--- src/rtl/instr_seq_pkg.sv ---
// Shared types and encodings for the instr_sequencer control block.
// The retire counter is enabled by defining INSTR_SEQ_RETIRE_CNT_EN.
package instr_seq_pkg;

  localparam int unsigned INSTR_W    = 32;
  localparam int unsigned REG_ADDR_W = 5;
  localparam int unsigned ALU_CTRL_W = 3;
  localparam int unsigned RETIRED_W  = 32;
  localparam int unsigned PC_STEP    = 4;

  localparam logic [6:0] OPC_OP_IMM = 7'b0010011;
  localparam logic [6:0] OPC_BRANCH = 7'b1100011;
  localparam logic [2:0] F3_ADDI    = 3'b000;
  localparam logic [2:0] F3_BNE     = 3'b001;

  localparam logic [ALU_CTRL_W-1:0] ALU_ADD = 3'b000;
  localparam logic [ALU_CTRL_W-1:0] ALU_CMP = 3'b111;

  typedef enum logic [1:0] {
    ST_FETCH  = 2'd0,
    ST_DECODE = 2'd1,
    ST_EXEC   = 2'd2,
    ST_TRAP   = 2'd3
  } state_t;

  typedef enum logic [1:0] {
    CLS_ADDI    = 2'd0,
    CLS_BNE     = 2'd1,
    CLS_ILLEGAL = 2'd2
  } cls_t;

  // Map opcode/funct3 onto the supported instruction classes.
  function automatic cls_t classify(input logic [6:0] opcode, input logic [2:0] funct3);
    if (opcode == OPC_OP_IMM && funct3 == F3_ADDI) return CLS_ADDI;
    if (opcode == OPC_BRANCH && funct3 == F3_BNE)  return CLS_BNE;
    return CLS_ILLEGAL;
  endfunction

endpackage

--- src/rtl/instr_sequencer_imm_gen.sv ---
// I-type and B-type immediate extraction with sign extension.
module imm_gen
  import instr_seq_pkg::*;
#(
  parameter int unsigned DATA_WIDTH = 32
) (
  input  logic [INSTR_W-1:0]    ir,
  output logic [DATA_WIDTH-1:0] imm_i,
  output logic [DATA_WIDTH-1:0] imm_b
);

  localparam int unsigned I_W = 12;
  localparam int unsigned B_W = 13;

  logic [I_W-1:0] i_raw;
  logic [B_W-1:0] b_raw;
  logic           unused_ir_bits;

  // Raw immediate fields; B-type offsets are always even.
  assign i_raw = ir[31:20];
  assign b_raw = {ir[31], ir[7], ir[30:25], ir[11:8], 1'b0};

  // Sign-extend to the datapath width.
  assign imm_i = DATA_WIDTH'($signed(i_raw));
  assign imm_b = DATA_WIDTH'($signed(b_raw));

  // Register-address and opcode bits are not part of either immediate.
  assign unused_ir_bits = ^{ir[19:12], ir[6:0]};

endmodule

--- src/rtl/instr_sequencer.sv ---
// Multi-cycle fetch/decode/execute sequencer for the addi/bne subset.
// Optional retire counter: define INSTR_SEQ_RETIRE_CNT_EN to add the 'retired' port.
module instr_sequencer
  import instr_seq_pkg::*;
#(
  parameter int unsigned           ADDR_WIDTH = 32,
  parameter int unsigned           DATA_WIDTH = 32,
  parameter logic [ADDR_WIDTH-1:0] RESET_PC   = '0
) (
  input  logic                  clk,
  input  logic                  rst,
  input  logic                  run,
  output logic                  imem_req,
  input  logic                  imem_valid,
  input  logic [INSTR_W-1:0]    instr,
  output logic [ADDR_WIDTH-1:0] pc,
  output logic [REG_ADDR_W-1:0] rs1,
  output logic [REG_ADDR_W-1:0] rs2,
  output logic [REG_ADDR_W-1:0] rd,
  output logic [DATA_WIDTH-1:0] ImmOp,
  output logic [ALU_CTRL_W-1:0] ALU_ctrl,
  output logic                  ALUsrc,
  output logic                  RegWrite,
  input  logic                  eq,
  output logic                  trap
`ifdef INSTR_SEQ_RETIRE_CNT_EN
  ,
  output logic [RETIRED_W-1:0]  retired
`endif
);

  state_t                state;
  cls_t                  cls;
  cls_t                  dec_cls;
  logic [INSTR_W-1:0]    ir;
  logic [DATA_WIDTH-1:0] imm_i;
  logic [DATA_WIDTH-1:0] imm_b;
  logic [ADDR_WIDTH-1:0] pc_seq;
  logic [ADDR_WIDTH-1:0] pc_tgt;
  logic                  bne_taken;
  logic                  exec_trap;
  logic                  exec_retire;

  imm_gen #(
    .DATA_WIDTH (DATA_WIDTH)
  ) u_imm_gen (
    .ir    (ir),
    .imm_i (imm_i),
    .imm_b (imm_b)
  );

  // Decode classification of the held instruction.
  assign dec_cls = classify(ir[6:0], ir[14:12]);

  // Next-PC candidates; both wrap modulo 2^ADDR_WIDTH.
  assign pc_seq = pc + ADDR_WIDTH'(PC_STEP);
  assign pc_tgt = pc + ADDR_WIDTH'($signed(ImmOp));

  // Branch resolution using the ALU equality flag sampled at the end of EXEC.
  assign bne_taken   = (cls == CLS_BNE) && !eq;
  assign exec_trap   = bne_taken && (pc_tgt[1:0] != 2'b00);
  assign exec_retire = (state == ST_EXEC) && !exec_trap;

  // Register addresses are straight IR fields.
  assign rs1 = ir[19:15];
  assign rs2 = ir[24:20];
  assign rd  = ir[11:7];

  // Moore decode of state and class; reset masks the request and write strobe.
  assign imem_req = (state == ST_FETCH) && run && !rst;
  assign RegWrite = (state == ST_EXEC) && (cls == CLS_ADDI) && !rst;
  assign ALUsrc   = (state == ST_EXEC) && (cls == CLS_ADDI);
  assign ALU_ctrl = ((state == ST_EXEC) && (cls == CLS_BNE)) ? ALU_CMP : ALU_ADD;

  // Sequencer FSM with PC, IR, immediate and sticky trap.
  always_ff @(posedge clk) begin
    if (rst) begin
      state <= ST_FETCH;
      cls   <= CLS_ILLEGAL;
      ir    <= '0;
      ImmOp <= '0;
      pc    <= RESET_PC;
      trap  <= 1'b0;
    end else begin
      case (state)
        ST_FETCH: begin
          if (run && imem_valid) begin
            ir    <= instr;
            state <= ST_DECODE;
          end
        end
        ST_DECODE: begin
          cls <= dec_cls;
          case (dec_cls)
            CLS_ADDI: begin
              ImmOp <= imm_i;
              state <= ST_EXEC;
            end
            CLS_BNE: begin
              ImmOp <= imm_b;
              state <= ST_EXEC;
            end
            default: begin
              trap  <= 1'b1;
              state <= ST_TRAP;
            end
          endcase
        end
        ST_EXEC: begin
          if (exec_trap) begin
            trap  <= 1'b1;
            state <= ST_TRAP;
          end else begin
            pc    <= bne_taken ? pc_tgt : pc_seq;
            state <= ST_FETCH;
          end
        end
        ST_TRAP: begin
          trap <= 1'b1;
        end
        default: begin
          state <= ST_FETCH;
        end
      endcase
    end
  end

`ifdef INSTR_SEQ_RETIRE_CNT_EN
  // Count instructions that complete back into FETCH; wraps naturally.
  always_ff @(posedge clk) begin
    if (rst) begin
      retired <= '0;
    end else if (exec_retire) begin
      retired <= retired + RETIRED_W'(1);
    end
  end
`else
  logic unused_retire;
  assign unused_retire = exec_retire;
`endif

endmodule

--- config.mk ---
export PLATFORM = sky130hd
export DESIGN_NAME = instr_sequencer
export DESIGN_NICKNAME = d
export VERILOG_FILES = /design/src/rtl/instr_seq_pkg.sv /design/src/rtl/instr_sequencer_imm_gen.sv /design/src/rtl/instr_sequencer.sv
export SDC_FILE = /design/constraint.sdc
export NUM_CORES = 1
export LEC_CHECK = 0
export BUFFER_PORTS_ARGS = -buffer_cell sky130_fd_sc_hd__buf_2
export CAP_MARGIN = 20
export CORE_MARGIN = 2
export CORE_UTILIZATION = 50
export CTS_CLUSTER_DIAMETER = 60
export CTS_CLUSTER_SIZE = 14
export DETAILED_ROUTE_END_ITERATION = 10
export GPL_TIMING_DRIVEN = 1
export MAX_ROUTING_LAYER = met4
export PLACE_DENSITY_LB_ADDON = 0.08
export SYNTH_ARGS = -nofsm -noshare
export SYNTH_HDL_FRONTEND = slang
export SYNTH_SLANG_ARGS = --single-unit
--- constraint.sdc ---
create_clock -name clk -period 8.4 [get_ports clk]
set_input_delay 1.68 -clock clk [delete_from_list [all_inputs] [get_ports clk]]
set_output_delay 1.68 -clock clk [all_outputs]
set_load 0.02 [all_outputs]
# == After elaboration in Yosys (flattened, before gate mapping) ==
# Cells that the tools add are included.
# Widths: inputs -> output; s select.
# totals
regBits,101
inputBits,37
output_inout_bits,86
wordCells,63
# classes
n_addsub,2
n_eq_ne,11
mux,17
bitwise_logic,1
n_reduce_logical,26
# ops
operator,n
$pmux 32 s2,1
$add 32x3->32 const B,1
$add 32x32->32,1
$mux 32,1
$mux 2,6
$logic_and 1x1->1,10
$reduce_and 2->1,4
$eq 7x5->1 const B,1
$eq 7x7->1 const B,1
$eq 2x1->1 const B,3
$logic_not 2->1,3
$mux 1,6
$pmux 2 s3,1
$reduce_bool 3->1,2
$eq 2x2->1 const B,2
$ne 2x2->1 const B,2
$reduce_bool 2->1,2
$eq 3x1->1 const B,1
$logic_not 3->1,1
$mux 3,1
$pmux 1 s3,1
$reduce_and 3->1,1
$logic_not 1->1,2
$ne 2x1->1 const B,1
2 further kinds,2

# == Depth between registers and ports, before layout ==
# Gate-level depths: netlist of run 1.
# depth
word_depth,10
depth_mapped,12
ltp_nobuf,11

# == By module ==
# From an unflattened synthesis of run 1, not the netlist that was laid out.
# hier_totals
hier_cells,920
area_unflattened_um2,7010.5
# by_module_without_submodules
mod,instances,cells_each,area_per_inst_um2,seq_area_each_um2
instr_sequencer,1,855,6526.3,2021.9
imm_gen,1,65,484.2,0.0

# == Worst setup path after synthesis of run 1 ==
# Ideal clock, no wire load.
# synth_timing
kind,in2out
start,input port rst
end,output port imem_req
t_arrival_ps,2035
required_time_ps,6720
setup_slack_ps,4685
stages,2
path_buffers,0
path_cell_list,inv_1 and3_1
# synth_between
elab_chain_cells,2
# synth_lines
item,line,rtl
start: declaration,instr_sequencer.sv:11,"input logic rst,"
$logic_not 1->1,instr_sequencer.sv:70,assign imem_req = (state == ST_FETCH) && run && !rst;
$logic_and 1x1->1,instr_sequencer.sv:70,
end: declaration,instr_sequencer.sv:13,"output logic imem_req,"
# No other way between the ends.

# == Worst setup path in the final report of run 1 ==
# Ends and elaborated chain as after synthesis.

==> results.sh, run 1 <==
export IMPL_dpl_worst_slack_ns=3.60
export IMPL_drive_gt1_frac=0.194
export IMPL_ioPinCount=123
export IMPL_post_cts_buffers=0
export IMPL_p_total_uw=896
export IMPL_synth_area_mux_share=0.0208
export IMPL_die_h_um=112
export IMPL_cts_resized=0
export IMPL_synth_edf_count=0
export IMPL_r2r_end="pc[24]"
export IMPL_dr_pass1_iters=6
export IMPL_setup_slack_ns=3.58
export IMPL_slew_headroom=0.268
export IMPL_synth_fp_nets=847
export IMPL_track_usage=0.254
export IMPL_post_dp_hpwl_um=11300
export IMPL_report_final_slew_viol_count=0
export IMPL_r2r_worst_path_cells=9
export IMPL_hold_path_class="reg2reg"
export IMPL_routedWlPerCell_um=16.0
export IMPL_power_per_cell_area_nw_per_um2=136
export IMPL_finalSetupViolations=0
export IMPL_h_tree_depth=3
export IMPL_ys_seq_area_frac=0.281
export IMPL_fin_nets=913
export IMPL_drc=0
export IMPL_rsz0062_at_grt="no"
export IMPL_grt_overflow=0
export IMPL_yosys_most_used_dff="dfxtp_1"
export IMPL_endpoint_kind="primary output"
export IMPL_vias=5792
export IMPL_worstHoldEndpoint="ir[16]"
export IMPL_wl_um=15800
export IMPL_vias_per_cell=5.87
export IMPL_grt_pass1_vias=5326
export IMPL_path_cells="buf_2, buf_4, inv_1, and3_1, buf_2"
export IMPL_cp_slowest_stage_delay_ns=0.70
export IMPL_fin_area_um2=6590
export IMPL_arrival_ns=3.14
export IMPL_area_growth_syn_to_layout_pct=12.9
export IMPL_ys_ff_latch=82
export IMPL_critPathSlowestCell="buf_4"
export IMPL_numClockSinks=82
export IMPL_synth_area_um2=5840
export IMPL_synth_top_area_cell="dfxtp_1"
export IMPL_rrSetupSlack_ns=5.19
export IMPL_cts_buffer_depth=2
export IMPL_startpoint_type="input pin"
export IMPL_hold_buffers=0
export IMPL_port_buffers=122
export IMPL_grt_pass1_wl_um=25900
export IMPL_async_reset_ff_frac=0
export IMPL_netlist_instances=773
export IMPL_syn_area_per_cell_um2=7.55
export IMPL_period_needed_ns=4.82
export IMPL_status="completed"
export IMPL_root_buffer="clkbuf_16"
export IMPL_hold_viol_final=0
export IMPL_worst_slew_pin_slew_ns=1.09
export IMPL_start_util=0.511
export IMPL_clock_fmax_ghz=0.207
export IMPL_crit_top_cell="buf_2"
export IMPL_fillerInstances=1092
export IMPL_worst_path_max_fanout=86
export IMPL_dieArea_um2=12600
export IMPL_cts_inserted_buffers=9
export IMPL_drt_antenna_violating_nets=0
export IMPL_synth_compound_area_share=0.259
export IMPL_core_area_um2=11400
export IMPL_synth_top_family_by_area="compound AO/OA/AOI/OAI gates"
export IMPL_clkTransAtPathRegs_ns=0.06
export IMPL_tritoncts="built"
export IMPL_place_area_um2=6230
export IMPL_finalCritPeriodShare=0.574
export IMPL_synthAdderAreaFrac=0.0806
export IMPL_yosys_area_share_simple=0.246
export IMPL_power_leakage_nw=2.91
export IMPL_antenna_found_initial=0
export IMPL_ys_types=72
export IMPL_gp_congestion=0.896
export IMPL_synth_top_cell_area_share=0.281
export IMPL_skew_ns=0.00539
export IMPL_dr_first_iter_drc_count=344
export IMPL_ys_warn_count=0
export IMPL_worstSetupPathType="in2out"
export IMPL_antenna_cells=0
export IMPL_r2r_start="pc[0]"
export IMPL_irDropWorstVdd_mv=0.130
export IMPL_min_path_cells=2
export IMPL_insertion_delay_ns=0.34
export IMPL_cap_violations=0
export IMPL_crit_required_ns=6.72
export IMPL_startpoint="rst"
export IMPL_num_rows=39
export IMPL_tns_ns=0
export IMPL_fp_dieW_um=112
export IMPL_synth_xor_area_share=0.0285
export IMPL_grt_max_degree=87
export IMPL_yosys_top_cells_area="dfxtp_1, a21oi_1, ha_1, nand2_1, buf_4"
export IMPL_hold_start="ir[16]"
## where the power goes
part	internal, mW	total (mW)	switching, mW
Sequential	0.401	0.411	0.00975
Clock	0.234	0.403	0.169
Combinational	0.0308	0.0815	0.0507
## cell usage after synthesis (5+ instances only)
| cell | number |
|---|---|
| a211oi_1 | 10 |
| a21o_1 | 18 |
| a21oi_1 | 94 |
| a311oi_1 | 6 |
| a31oi_1 | 7 |
| and2_1 | 8 |
| and3_1 | 10 |
| buf_4 | 37 |
| clkbuf_1 | 30 |
| dfxtp_1 | 82 |
| ha_1 | 36 |
| inv_1 | 20 |
| mux2i_1 | 11 |
| nand2_1 | 120 |
| nand2b_1 | 7 |
| nand3_1 | 23 |
| nand4_1 | 12 |
| nor2_1 | 58 |
| nor3_1 | 21 |
| o211ai_1 | 8 |
| o21a_1 | 9 |
| o21ai_0 | 35 |
| o21ai_1 | 8 |
| o22ai_1 | 5 |
| or3_1 | 7 |
| xnor2_1 | 13 |
| xor2_1 | 6 |
## flip-flops by register name (all words and copies together), names as in the netlist
register  cells
ImmOp        13
ir           32
state         2
cls           2
trap          1
pc           32
## area by class of cell
| type | instances | area [µm²] | share of cell area |
|---|---|---|---|
| timing repair buffer | 127 | 688 | 0.104 |
| clock buffer | 10 | 229 | 0.0347 |
| multi-input combinational | 599 | 3700 | 0.562 |
| inverter | 20 | 75.1 | 0.0114 |
| clock inverter | 6 | 73.8 | 0.0112 |
| tap | 143 | 179 | 0.0271 |
| sequential | 82 | 1640 | 0.249 |
## cells by family (layout without fill, tap and decap cells)
kind of cell / count (synthesis) / count (layout)
flops: 82 / 82
fa+ha+maj: 37 / 37
compound gates: 235 / 235
simple gates: 296 / 296
mux: 12 / 12
buf+inv: 92 / 163
xor+xnor: 19 / 19
## worst max-delay path: cells and delay by family
family	cells	cell delay, ns
AND/OR/NAND/NOR	1	0.22
buffers and inverters	4	1.22
## worst max path at each step
stage	endpoint	depth (start not counted)	slack, ns
final	imem_req	5	3.58
after global routing	imem_req	5	3.46
after CTS	imem_req	5	3.58
after detailed placement	imem_req	5	3.60
after global placement	imem_req	5	3.59
after floorplan	imem_req	2	4.68
## stage by stage
step / utilization / hold WS (ns) / instances
5_1_grt: 0.577 / 0.478 / 987
4_1_cts: 0.572 / 0.457 / 985
6_report: 0.577 / 0.453 / 987
3_5_place_dp: 0.546 / 0.446 / 969
2_1_floorplan: - / 0.436 / 773
3_3_place_gp: 0.546 / 0.441 / 969
## routing by layer
metal / GRT usage / wire, µm
met1: 0.347 / 7420
met2: 0.396 / 7250
met3: 0.0270 / 823
met4: 0.0886 / 262
met5: - / 0
## layout by cell type, fill, tap and decap left out, types with 9 or more instances in the layout
| master | Yosys | routed |
|---|---|---|
| buf_2 | 2 | 122 |
| ha_1 | 36 | 36 |
| a211oi_1 | 10 | 10 |
| a21oi_1 | 94 | 94 |
| nand2_1 | 120 | 120 |
| nor2_1 | 58 | 58 |
| clkbuf_16 | 0 | 9 |
| and3_1 | 10 | 10 |
| nor3_1 | 21 | 21 |
| o21ai_0 | 35 | 35 |
| mux2i_1 | 11 | 11 |
| xnor2_1 | 13 | 13 |
| a21o_1 | 18 | 18 |
| nand4_1 | 12 | 12 |
| o21a_1 | 9 | 9 |
| nand3_1 | 23 | 23 |
| dfxtp_1 | 82 | 82 |
| inv_1 | 20 | 20 |
(Power assumes the default switching activity.)
==> run 2: changes to the inputs <==
clock period = 4 ns   (was 8.4 ns; I/O delays follow)
==> run 2 against run 1 <==
  * Combinational power up 100%
  * Sequential power up 110%
  * Via count down 1.3%
  * Routed wire length about the same
  * Worst setup slack worse by 2.6 ns
  * Core utilization up 0.20 points
  * Cell count up 0.20%
  * Hold slack better by 0.0014 ns
  * Count of clock-buffer cells in the layout down 1
  * First-iteration DRC count down 0.58%
  * Non-clock buffer count up 2
  * Critical path type is now reg2reg
  * Largest cell class unchanged
==> results.sh, run 2 (synthesis gave the netlist of run 1 again) <==
export IMPL_status="completed"
export IMPL_grt_pass1_vias=5316
export IMPL_wl_um=15700
export IMPL_critPathSlowestCell="a2111oi_0"
export IMPL_antenna_cells=0
export IMPL_num_rows=39
export IMPL_drive_gt1_frac=0.197
export IMPL_final_cell_mix="buf_2, nand2_1, a21oi_1, dfxtp_1, nor2_1"
export IMPL_post_cts_buffers=0
export IMPL_area_growth_syn_to_layout_pct=13.3
export IMPL_hold_path_class="reg2reg"
export IMPL_cap_violations=0
export IMPL_root_buffer="clkbuf_16"
export IMPL_worstSetupPathType="reg2reg"
export IMPL_critPathTopFamily="compound AO/OA/AOI/OAI gates"
export IMPL_antenna_found_initial=0
export IMPL_irDropWorstVdd_mv=0.327
export IMPL_dr_first_iter_drc_count=342
export IMPL_grt_pass1_wl_um=25800
export IMPL_cts_buffer_depth=2
export IMPL_worst_slew_pin_slew_ns=1.04
export IMPL_skew_ns=0.00987
export IMPL_rsz0062_at_grt="no"
export IMPL_fin_nets=915
export IMPL_crit_top_cell="a21oi_1"
export IMPL_clkTransAtPathRegs_ns=0.07
export IMPL_largestRegisters="ir (32), pc (32), ImmOp (13)"
export IMPL_drc=0
export IMPL_port_buffers=122
export IMPL_cts_inserted_buffers=9
export IMPL_vias=5715
export IMPL_h_tree_depth=3
export IMPL_path_cells="ha_1, inv_1, fa_1, nand2b_1, a21oi_1, o41a_1, o21ai_1, a21oi_1, a31oi_1, xor2_1, a2111oi_0"
export IMPL_final_util=0.579
export IMPL_insertion_delay_ns=0.35
export IMPL_core_area_um2=11400
export IMPL_register_area_um2=1640
export IMPL_holdWs_ns=0.454
export IMPL_endpoint_kind="flop"
export IMPL_setup_slack_ns=0.987
export IMPL_hold_start="trap"
export IMPL_crit_required_ns=4.22
export IMPL_rrSetupSlack_ns=0.99
export IMPL_cts_resized=0
export IMPL_layout_commonest_cell="buf_2"
export IMPL_startpoint_type="flop"
export IMPL_dr_pass1_iters=5
export IMPL_report_final_slew_viol_count=0
export IMPL_finalSetupViolations=0
export IMPL_grt_max_degree=59
export IMPL_numClockSinks=82
export IMPL_startpoint="pc[0]"
export IMPL_path_buf_inv=1
export IMPL_drt_antenna_violating_nets=0
export IMPL_power_leakage_nw=2.93
export IMPL_arrival_ns=3.23
export IMPL_r2r_start="pc[0]"
export IMPL_fillerInstances=1095
export IMPL_track_usage=0.256
export IMPL_grt_overflow=0
export IMPL_start_util=0.511
export IMPL_ioPinCount=123
export IMPL_die_h_um=112
export IMPL_post_dp_hpwl_um=11400
export IMPL_tns_ns=0
export IMPL_hold_buffers=0
export IMPL_finalCritPeriodShare=0.753
export IMPL_clock_fmax_ghz=0.332
export IMPL_fp_dieW_um=112
export IMPL_dieArea_um2=12600
export IMPL_slew_headroom=0.307
export IMPL_vias_per_cell=5.78
export IMPL_tritoncts="built"
export IMPL_worst_path_max_fanout=3
export IMPL_power_per_cell_area_nw_per_um2=297
export IMPL_dpl_worst_slack_ns=0.929
export IMPL_routedWlPerCell_um=15.9
export IMPL_cp_slowest_stage_delay_ns=0.43
export IMPL_multi_input_area_um2=3700
export IMPL_hold_viol_final=0
export IMPL_period_needed_ns=3.01
export IMPL_gp_congestion=0.881
-- run 2: cell types whose count changed in the layout (fill, tap and decap cells not counted), sizes merged --
cell | before | now
clkinv | 3 | 0
buf | 127 | 129
inv | 22 | 24
bufinv | 1 | 2
clkbuf | 10 | 9
clkinvlp | 0 | 1
-- run 2: cell type report --
type                       count  area share
sequential                    82       0.248
inverter                      20      0.0114
timing repair buffer         129       0.103
tap                          143      0.0271
clock inverter                 7      0.0159
clock buffer                   9      0.0341
multi-input combinational    599       0.560
-- run 2: power breakdown --
group	internal [mW]	leakage, nW	switching [mW]
clock	0.558	0.159	0.379
sequential	0.843	0.664	0.0206
combinational	0.0600	2.11	0.106
-- run 2: path summary, 6_finish.rpt --
| path | end | depth (start not counted) |
|---|---|---|
| worst max-delay path | pc[14] | 11 |
| worst min-delay path | trap | 2 |
| worst max register to register | pc[14] | 11 |
| worst min register to register | trap | 2 |
-- run 2: metal layers --
layer	wire length (µm)	share of wire	global-route usage	vias up
met5	0	0	-	-
met1	7710	0.49	0.345	2600
met2	6850	0.44	0.392	196
li1	-	-	-	2890
met4	330	0.021	0.0984	0
met3	849	0.054	0.0373	29
-- run 2: stage by stage --
step	power, mW	std cells	cell area, µm²
after floorplan	0.997	773	5840
after global placement	1.04	972	6260
after detailed placement	1.04	972	6260
after CTS	1.98	988	6590
after global routing	2.04	989	6610
final	1.97	989	6610
-- run 2: worst min-delay path, delay by kind of cell (launching register included) --
family	cells	cell delay, ns
flip-flops	1	0.31
buffers and inverters	1	0.05
AO/OA/AOI/OAI	1	0.05
==> run 3: changes to the inputs <==
clock period = 2.93 ns   (was 4 ns; I/O delays follow)
==> run 3 against run 2 <==
  * Cell count up 2.0%
  * Via count up 2.4%
  * Global-route usage up 1.0 points
  * Die area unchanged
  * Combinational power up 40%
  * Hold slack worse by 0.0044 ns
  * Clock power up 18%
  * Worst setup slack worse by 0.80 ns
  * First-iteration DRC count up 39%
==> results.sh, run 3 (synthesis gave the netlist of run 1 again) <==
export IMPL_slew_headroom=0.662
export IMPL_dr_pass1_iters=5
export IMPL_port_buffers=122
export IMPL_cts_buffer_depth=2
export IMPL_cts_resized=0
export IMPL_area_growth_syn_to_layout_pct=15.2
export IMPL_report_final_slew_viol_count=0
export IMPL_num_rows=39
export IMPL_r2r_end="pc[14]"
export IMPL_drt_antenna_violating_nets=0
export IMPL_start_util=0.511
export IMPL_period_needed_ns=2.75
export IMPL_fp_dieW_um=112
export IMPL_rsz0062_at_grt="yes"
export IMPL_clkPwrFrac=0.441
export IMPL_rrSetupSlack_ns=0.18
export IMPL_place_area_um2=6430
export IMPL_ioPinCount=123
export IMPL_dp_cells=993
export IMPL_vias=5851
export IMPL_power_internal_mw=1.82
export IMPL_wl_um=16200
export IMPL_comb_power_share=0.092
export IMPL_p_sw_uw=697
export IMPL_finalSetupViolations=0
export IMPL_startpoint_type="flop"
export IMPL_drc=0
export IMPL_worst_slew_pin_slew_ns=0.507
export IMPL_insertion_delay_ns=0.36
export IMPL_p_sw_frac=0.276
export IMPL_dpl_worst_slack_ns=0.102
export IMPL_worstHoldEndpoint="trap"
export IMPL_holdWs_ns=0.450
export IMPL_crit_required_ns=3.17
export IMPL_min_path_cells=2
export IMPL_routedWlPerCell_um=16.0
export IMPL_r2r_worst_path_cells=11
export IMPL_core_area_um2=11400
export IMPL_hold_path_class="reg2reg"
export IMPL_root_buffer="clkbuf_16"
export IMPL_hold_buffers=0
export IMPL_final_cell_mix="buf_2, nand2_1, a21oi_1, dfxtp_1, nor2_1"
export IMPL_hold_start="trap"
export IMPL_grt_overflow=0
export IMPL_tritoncts="built"
export IMPL_grt_pass1_vias=5532
export IMPL_arrival_ns=2.98
export IMPL_vias_per_cell=5.80
export IMPL_grt_max_degree=45
export IMPL_post_cts_buffers=0
export IMPL_irDropWorstVdd_mv=0.420
export IMPL_gp_congestion=0.977
export IMPL_clock_fmax_ghz=0.364
export IMPL_finalCritPeriodShare=0.937
export IMPL_fin_area_um2=6730
export IMPL_dieArea_um2=12600
export IMPL_numClockSinks=82
export IMPL_power_leakage_nw=3.02
export IMPL_cts_inserted_buffers=9
export IMPL_endpoint_kind="flop"
export IMPL_seq_power_share=0.466
export IMPL_largestRegisters="ir (32), pc (32), ImmOp (13)"
export IMPL_die_h_um=112
export IMPL_fin_nets=935
export IMPL_grt_pass1_wl_um=26700
export IMPL_antenna_found_initial=0
export IMPL_power_per_cell_area_nw_per_um2=375
export IMPL_post_dp_hpwl_um=11900
export IMPL_worstSetupPathType="reg2reg"
export IMPL_status="completed"
export IMPL_skew_ns=0.00817
export IMPL_h_tree_depth=3
export IMPL_r2r_start="pc[0]"
export IMPL_hold_viol_final=0
export IMPL_layout_commonest_cell="buf_2"
export IMPL_drive_gt1_frac=0.221
export IMPL_stdcell_count=1009
export IMPL_dr_first_iter_drc_count=475
export IMPL_cap_violations=0
export IMPL_fillerInstances=1087
export IMPL_clkTransAtPathRegs_ns=0.07
export IMPL_setup_slack_ns=0.184
export IMPL_p_total_mw=2.52
export IMPL_antenna_cells=0
export IMPL_worst_path_max_fanout=3
export IMPL_track_usage=0.267
## run 3: power groups by stage
stage	clock, mW	sequential (mW)	combinational, mW
finish	1.11	1.18	0.232
global route	1.19	1.18	0.257
CTS	1.13	1.18	0.233
detailed placement	0	1.20	0.233
global placement	0	1.20	0.227
floorplan	0	1.20	0.160
## run 3: metrics by stage
step	utilization	setup TNS, ns
2_1_floorplan	-	0
3_3_place_gp	0.563	0
3_5_place_dp	0.563	0
4_1_cts	0.588	0
5_1_grt	0.589	-0.0426
6_report	0.589	0
## run 3: routing by layer
layer,up-vias,GRT usage,routed length [µm]
met5,-,-,0
met4,0,0.0715,189
met3,21,0.0529,1010
met2,190,0.423,7500
met1,2710,0.351,7450
li1,2930,-,-
## run 3: critical path: stages (launching register included)
cell and delay (ns):
dfxtp_1 0.36, ha_1 0.19, inv_1 0.06, fa_1 0.37, nand2b_1 0.20, a21oi_2 0.20
o41a_1 0.23, o21ai_1 0.11, a21oi_2 0.18, a31oi_1 0.16, xor2_1 0.17, a2111oi_1 0.40
## run 3: how the worst max path moves through the flow
stage / from / endpoint / slack, ns / cells after the start
floorplan: ImmOp[30] / pc[25] / 0.09 / 9
finish: pc[0] / pc[14] / 0.18 / 11
detailed placement: pc[0] / pc[14] / 0.10 / 11
CTS: pc[0] / pc[14] / 0.05 / 11
global route: pc[0] / pc[14] / -0.04 / 11
global placement: ImmOp[0] / pc[14] / 0.22 / 11
## run 3: cell type report
class,instances,area [µm²],share of cell area
inverters,20,75.1,0.0112
repair buffers,149,826,0.123
well taps,143,179,0.0266
flip-flops and latches,82,1640,0.244
multi-input cells,599,3720,0.553
clock inverters,7,61.3,0.00912
clock buffers,9,225,0.0335
